### config.mk
export PLATFORM = sky130hd
export DESIGN_NAME = imem_port_arbiter
export DESIGN_NICKNAME = d
export VERILOG_FILES = /design/src/rtl/imem_port_arbiter_pkg.sv /design/src/rtl/imem_port_arbiter.sv
export SDC_FILE = /design/constraint.sdc
export NUM_CORES = 1
export LEC_CHECK = 0
export BUFFER_PORTS_ARGS = -buffer_cell sky130_fd_sc_hd__buf_2
export CAP_MARGIN = 30
export CORE_ASPECT_RATIO = 0.6
export CORE_MARGIN = 2
export CORE_UTILIZATION = 29
export DETAILED_ROUTE_END_ITERATION = 12
export REMOVE_ABC_BUFFERS = 1
export SETUP_SLACK_MARGIN = 0.4
export SLEW_MARGIN = 15
export SYNTH_ARGS = -nofsm -noshare
export SYNTH_HDL_FRONTEND = slang
export SYNTH_SLANG_ARGS = --single-unit
### constraint.sdc
create_clock -name clk -period 3.67 [get_ports clk]
set_clock_uncertainty 0.1 [all_clocks]
set_input_delay 0.1835 -clock clk [delete_from_list [all_inputs] [get_ports clk]]
set_output_delay 0.1835 -clock clk [all_outputs]
set_load 0.02 [all_outputs]
### src/rtl/imem_port_arbiter_pkg.sv
// Shared definitions for the core memory port arbiter: address width and
// response-owner encoding used by the arbiter and anything that decodes it.
package imem_port_arbiter_pkg;

  localparam int ADDR_W = 30;

  typedef enum logic [1:0] {
    OWN_NONE  = 2'd0,
    OWN_FETCH = 2'd1,
    OWN_LSU   = 2'd2
  } resp_own_e;

endpackage

### src/rtl/imem_port_arbiter.sv
// Shares one single-port synchronous memory between instruction fetch and the
// LSU: per-cycle grant, fetch anti-starvation, response demux and fetch squash.
module imem_port_arbiter
  import imem_port_arbiter_pkg::*;
#(
  parameter int STARVE_MAX = 4,
  parameter int CNT_W      = 3
) (
  input  logic              clk,
  input  logic              rst,
  // fetch side
  input  logic              if_req,
  input  logic [ADDR_W-1:0] if_addr,
  input  logic              if_flush,
  output logic              if_gnt,
  output logic              if_stall,
  output logic              if_rvalid,
  output logic [31:0]       if_rdata,
  // load/store side
  input  logic              ls_req,
  input  logic              ls_we,
  input  logic [3:0]        ls_be,
  input  logic [ADDR_W-1:0] ls_addr,
  input  logic [31:0]       ls_wdata,
  output logic              ls_gnt,
  output logic              ls_rvalid,
  output logic [31:0]       ls_rdata,
  // memory side
  output logic              mem_en,
  output logic [3:0]        mem_we,
  output logic [ADDR_W-1:0] mem_addr,
  output logic [31:0]       mem_wdata,
  input  logic [31:0]       mem_rdata
);

  logic [CNT_W-1:0]  starve_cnt_q, starve_cnt_d;
  resp_own_e         resp_own_q, resp_own_d;
  logic [ADDR_W-1:0] mem_addr_q;
  logic [31:0]       mem_wdata_q;
  logic [31:0]       if_rdata_q;
  logic [31:0]       ls_rdata_q;
  logic              starved;

  assign starved = (starve_cnt_q == CNT_W'(STARVE_MAX));

  // Grant: LSU has priority except when fetch has been starved long enough.
  // Grants are suppressed while reset is asserted.
  // NOTE: every signal assigned in always_comb gets a default first, so no
  // path leaves it unassigned and no latch is inferred.
  always_comb begin
    if_gnt = 1'b0;
    ls_gnt = 1'b0;
    if (!rst) begin
      if_gnt = if_req & (~ls_req | starved);
      ls_gnt = ls_req & ~if_gnt;
    end
  end

  assign if_stall  = if_req & ~if_gnt;
  assign mem_en    = if_gnt | ls_gnt;
  assign mem_we    = (ls_gnt && ls_we) ? ls_be : 4'b0000;
  // Address and write data hold their last value on idle cycles.
  assign mem_addr  = if_gnt ? if_addr : (ls_gnt ? ls_addr : mem_addr_q);
  assign mem_wdata = ls_gnt ? ls_wdata : mem_wdata_q;

  // Next state: starvation counter and owner of next cycle's read data.
  always_comb begin
    starve_cnt_d = starve_cnt_q;
    if (!if_req || if_gnt) begin
      starve_cnt_d = '0;
    end else if (ls_gnt && !starved) begin
      starve_cnt_d = starve_cnt_q + CNT_W'(1);
    end

    resp_own_d = OWN_NONE;
    if (if_gnt) begin
      resp_own_d = OWN_FETCH;
    end else if (ls_gnt && !ls_we) begin
      resp_own_d = OWN_LSU;
    end
  end

  // Response demux; a redirect kills the fetch response arriving this cycle,
  // and reset drops any pending response immediately.
  always_comb begin
    if_rvalid = !rst && (resp_own_q == OWN_FETCH) && !if_flush;
    ls_rvalid = !rst && (resp_own_q == OWN_LSU);
    if_rdata  = (!rst && resp_own_q == OWN_FETCH) ? mem_rdata : if_rdata_q;
    ls_rdata  = (!rst && resp_own_q == OWN_LSU)   ? mem_rdata : ls_rdata_q;
  end

  // NOTE: sequential state uses non-blocking assignments so every register
  // samples pre-edge values regardless of statement order.
  always_ff @(posedge clk) begin
    if (rst) begin
      starve_cnt_q <= '0;
      resp_own_q   <= OWN_NONE;
      mem_addr_q   <= '0;
      mem_wdata_q  <= '0;
      if_rdata_q   <= '0;
      ls_rdata_q   <= '0;
    end else begin
      starve_cnt_q <= starve_cnt_d;
      resp_own_q   <= resp_own_d;
      mem_addr_q   <= mem_addr;
      mem_wdata_q  <= mem_wdata;
      if (resp_own_q == OWN_FETCH) if_rdata_q <= mem_rdata;
      if (resp_own_q == OWN_LSU)   ls_rdata_q <= mem_rdata;
    end
  end

endmodule
== After elaboration in Yosys (flattened, before gate mapping) ==
Index checks and enable logic that the tools add are counted.
Storage, ports and cells
  output and inout bits: 136
  word-level logic and storage cells: 43
  bits in registers: 131
Operators by class
  eq/ne operators: 3
  bitwise gates (word level): 8
  mux-type cells: 10
  reductions and logical operators: 14
  add/sub/neg operators: 1
Operators by type and width (number)
  32-bit two-way mux: 3
  30-bit two-way mux: 2
  1-bit logical AND: 6
  1-bit zero test: 5
  4-bit two-way mux: 1
  2-bit OR reduction: 2
  3-bit by 1-bit adder with 3-bit output (second input constant): 1
  1-bit AND: 3
  3-bit == test (second input constant): 1
  1-bit two-way mux: 3
  1-bit NOT: 3
  2-bit by 1-bit == test with 1-bit output (second input constant): 1
  2-bit == test (second input constant): 1
  2-bit two-way mux: 1
  1-bit bitwise OR: 2
  1-bit logical OR: 1

== Depth between registers and ports, before layout ==
  depth after elaboration: 9
  depth in mapped cells: 7
  depth with buffers taken out: 5

== Worst setup path after synthesis ==
No wires, ideal clock.
  kind: register to output
  from: reg starve_cnt_q[0]
  to: out mem_we[0]
  data required time: 3387 ps
  arrival time: 1617 ps
  setup slack: 1769 ps
  cell stages (with the launch flop): 7
  path buffers: 1
  path through: dfxtp_1 > inv_1 > ha_1 > and3_1 > buf_2 > nor2_1 > and3_1
Between the ends
  cells in the longest elaborated chain, start to end: 8
Ends and longest elaborated chain
  start, declared: line imem_port_arbiter.sv:36  | logic [CNT_W-1:0] starve_cnt_q, starve_cnt_d;
  start signal, assigned: line imem_port_arbiter.sv:103  | starve_cnt_q <= starve_cnt_d;
  3-bit == test: line imem_port_arbiter.sv:44  | assign starved = (starve_cnt_q == CNT_W'(STARVE_MAX));
  1-bit bitwise OR: line imem_port_arbiter.sv:54  | if_gnt = if_req & (~ls_req | starved);
  1-bit AND: line imem_port_arbiter.sv:54
  1-bit NOT: line imem_port_arbiter.sv:55  | ls_gnt = ls_req & ~if_gnt;
  1-bit AND: line imem_port_arbiter.sv:55
  1-bit two-way mux: line imem_port_arbiter.sv:53  | if (!rst) begin
  named net ls_gnt: line imem_port_arbiter.sv:25  | output logic ls_gnt,
  1-bit logical AND: line imem_port_arbiter.sv:61  | assign mem_we = (ls_gnt && ls_we) ? ls_be : 4'b0000;
  4-bit two-way mux: line imem_port_arbiter.sv:61
  end, declared: line imem_port_arbiter.sv:30  | output logic [3:0] mem_we,
The timed path passes the listed nets, and every way through them passes these cells.

== Worst setup path after layout ==
  from: reg resp_own_q[0]
  to: out if_rdata[14]
Between the ends
  cells in the longest elaborated chain, start to end: 3
Ends and longest elaborated chain
  start, declared: line imem_port_arbiter.sv:37  | resp_own_e resp_own_q, resp_own_d;
  start signal, assigned: line imem_port_arbiter.sv:104  | resp_own_q <= resp_own_d;
  2-bit by 1-bit == test with 1-bit output: line imem_port_arbiter.sv:88  | if_rdata = (!rst && resp_own_q == OWN_FETCH) ? mem_rdata : if_rdata_q;
  1-bit logical AND: line imem_port_arbiter.sv:88
  32-bit two-way mux: line imem_port_arbiter.sv:88
  end, declared: line imem_port_arbiter.sv:18  | output logic [31:0] if_rdata,
Every way passes these cells.

==> results.sh <==
export IMPL_tritoncts_num_sinks=131
export IMPL_cts_buffers=17
export IMPL_number_of_endpoints_with_negative_hold_slack_in_the_final_report=0
export IMPL_slew_headroom_pct=37.6
export IMPL_leakage_nw=4.56
export IMPL_wl_um=19500
export IMPL_antenna_cells=0
export IMPL_drv_cap=0
export IMPL_post_route_cells_drive_above_1_share_pct=39.0
export IMPL_mappedNetlistArea_mm2=0.00577
export IMPL_grtUsageTotal_pct=18.3
export IMPL_globalRouteOverflowTotal=0
export IMPL_die_h_um=113
export IMPL_report_power_total_mw=3.73
export IMPL_ant_nets=0
export IMPL_post_cts_repair_setup_buffers=0
export IMPL_power_density_mw_per_mm2=410
export IMPL_vias_per_cell=4.87
export IMPL_area_growth_pct=57.6
export IMPL_yosys_warnings=0
export IMPL_critPathArrivalTime_ns=2.50
export IMPL_worst_setup_hold_path_clk_slew_ns=0.05
export IMPL_detail_route_wl_per_cell_um=15.7
export IMPL_dieWidth_um=186
export IMPL_clock_latency_ns=0.41
export IMPL_route_vias_total=6052
export IMPL_pre_cts_slack_ns=1.10
export IMPL_status="finished, final reports clean"
export IMPL_place_congestion=0.863
export IMPL_core_rowCount=39
export IMPL_cell_types_with_the_largest_area_share_after_synthesis="sky130_fd_sc_hd__dfxtp_1 (45%), sky130_fd_sc_hd__a22o_1 (9.7%), sky130_fd_sc_hd__mux2_4 (7.5%)"
export IMPL_first_global_vias=5808
export IMPL_post_synth_fa_ha_maj_area_fraction_pct=0.434
export IMPL_most_common_cell_in_the_synthesized_netlist="sky130_fd_sc_hd__dfxtp_1"
export IMPL_min_setup_slack_post_route_ns=0.889
export IMPL_timing_critical_path_to_type="primary output"
export IMPL_drt_drc_violations_left=0
export IMPL_synth_seq_cells=131
export IMPL_worstSetupPathType="reg -> out"
export IMPL_cts_resized=0
export IMPL_final_period_utilization_pct=75.8
export IMPL_grt_setup_unrepaired="false"
export IMPL_antenna_found_initial=0
export IMPL_first_pass_grt_wire_length_um=30200
export IMPL_synth_edf_count=0
export IMPL_synth_simple_area_share_pct=11.7
export IMPL_wp_data_required_ns=3.39
export IMPL_synth_compound_gate_area_share_pct=22.9
export IMPL_synth_top_area_share_pct=45.4
export IMPL_cp_max_fo=17
export IMPL_io_pin_count=270
export IMPL_timing_setup_tns_ns=0
export IMPL_finalNetCount=1103
export IMPL_yosysSeqAreaShare_pct=45.4
export IMPL_placeable_area_mm2=0.0193
export IMPL_max_freq_ghz=0.360
export IMPL_dr_pass1_iters=4
export IMPL_dominant_combinational_cell_family_by_area_after_synthesis="compound AO/OA/AOI/OAI gates"
export IMPL_initialDrtViolationCount=313
export IMPL_dieArea_mm2=0.0211
export IMPL_peakVddDrop_mv=0.311
export IMPL_synth_distinct_cells=28
export IMPL_floorplan_initialDensity_pct=29.9
export IMPL_min_period_ns=2.78
export IMPL_clock_root_buffer="sky130_fd_sc_hd__clkbuf_16"
export IMPL_multiplexer_share_of_the_synthesized_area_pct=14.5
export IMPL_ys_dominant_reg_cell="sky130_fd_sc_hd__dfxtp_1"
export IMPL_post_synth_top_area_cell="sky130_fd_sc_hd__dfxtp_1"
export IMPL_max_transition_viols_final=0
export IMPL_max_slew_worst_pin_slew_ns=0.934
export IMPL_synth_commonest_cells="sky130_fd_sc_hd__dfxtp_1 (131), sky130_fd_sc_hd__a21oi_1 (64), sky130_fd_sc_hd__a22o_1 (64), sky130_fd_sc_hd__nand2_1 (64), sky130_fd_sc_hd__nand3_1 (63)"
export IMPL_asyncSetResetFlopFracSynth_pct=0
export IMPL_htree_num_levels=4
export IMPL_syn_avg_cell_area_um2=9.64
export IMPL_synth_xor_area_share_pct=0
export IMPL_finalSetupViolations=0
export IMPL_worst_setup_path_start_kind="register"
export IMPL_cts_tree="done"
export IMPL_worst_hold_path_type="in -> reg"
export IMPL_post_dp_hpwl_um=12500
export IMPL_hold_buffers=123
export IMPL_port_buffers=269
export IMPL_maximum_root_to_sink_buffer_count=2
export IMPL_grt_start_max_net_pins=66
export IMPL_synthCells=599
## worst paths after layout
path,from,to,slack [ns],depth (start not counted)
worst max-delay path,resp_own_q[0],if_rdata[14],0.89,5
worst min-delay path,if_addr[22],mem_addr_q[22],0.04,3
worst max register to register,starve_cnt_q[0],mem_addr_q[23],1.17,7
worst min register to register,starve_cnt_q[0],starve_cnt_q[0],0.35,1
## through the flow
| stage | hold slack [ns] | cells | cell area (um^2) | util [%] |
|---|---|---|---|---|
| after floorplan | 0.153 | 543 | 5500 | - |
| after global placement | 0.344 | 1090 | 7330 | 38.0 |
| after detailed placement | 0.345 | 1090 | 7330 | 38.0 |
| after CTS | 0.00337 | 1242 | 9080 | 47.1 |
| after global routing | 0.0434 | 1243 | 9100 | 47.2 |
| final | 0.0401 | 1243 | 9100 | 47.2 |
## final cells by class
class	count	area, um^2
clock buffers	23	468
clock inverters	6	57.6
fillers	1807	10200
inverters	5	18.8
multi-input cells	407	2920
flip-flops and latches	131	2620
well taps	266	333
repair buffers	405	2680
## cells by family after synthesis
logic type	after synthesis
simple gates	148
compound gates	192
mux	65
flops	131
fa+ha+maj	2
buf+inv	61
## sequential cells by signal, indices dropped and copies added (netlist names)
| register | cells |
|---|---|
| ls_rdata_q | 32 |
| mem_addr_q | 30 |
| if_rdata_q | 32 |
| resp_own_q | 2 |
| mem_wdata_q | 32 |
| starve_cnt_q | 3 |
## critical path, stage by stage (launching register included)
cell and delay, ns:
sky130_fd_sc_hd__dfxtp_1 0.40, sky130_fd_sc_hd__inv_1 0.13, sky130_fd_sc_hd__or3_2 0.69, sky130_fd_sc_hd__buf_4 0.35, sky130_fd_sc_hd__mux2_4 0.33, sky130_fd_sc_hd__buf_2 0.16
## per-layer routing
layer  vias up  part of all wire, %  GRT usage (%)
met1      2858                   49           25.9
met2       209                   43           26.7
li1       2958                    -              -
met5         -                    0              0
met3        27                  6.1           4.38
met4         0                  1.7           7.09
## cells in the final DEF, fill, tap and decap left out, types with 2 or more instances in the layout
cell type and instances:
sky130_fd_sc_hd__nor3_2 2, sky130_fd_sc_hd__a21oi_4 2, sky130_fd_sc_hd__mux2_4 29, sky130_fd_sc_hd__nand2_1 64
sky130_fd_sc_hd__clkbuf_1 4, sky130_fd_sc_hd__dlygate4sd3_1 123, sky130_fd_sc_hd__ha_1 2, sky130_fd_sc_hd__and2_1 2
sky130_fd_sc_hd__clkbuf_8 2, sky130_fd_sc_hd__dfxtp_1 131, sky130_fd_sc_hd__nand3_1 62, sky130_fd_sc_hd__buf_2 269
sky130_fd_sc_hd__mux2_2 35, sky130_fd_sc_hd__inv_1 5, sky130_fd_sc_hd__clkinv_2 4, sky130_fd_sc_hd__a21oi_1 62
sky130_fd_sc_hd__clkbuf_16 17, sky130_fd_sc_hd__nor2_1 4, sky130_fd_sc_hd__and3_1 5, sky130_fd_sc_hd__a32oi_1 30
sky130_fd_sc_hd__o21ai_0 32, sky130_fd_sc_hd__buf_4 12, sky130_fd_sc_hd__a22o_1 64
## where the power goes
group / switching [mW] / leakage [nW] / internal [mW]
registers: 0.0221 / 1.07 / 1.48
logic: 0.367 / 3.23 / 0.309
clock network: 0.598 / 0.259 / 0.950
total: 0.988 / 4.56 / 2.74
No activity file was read; power rests on OpenSTA's default activity.
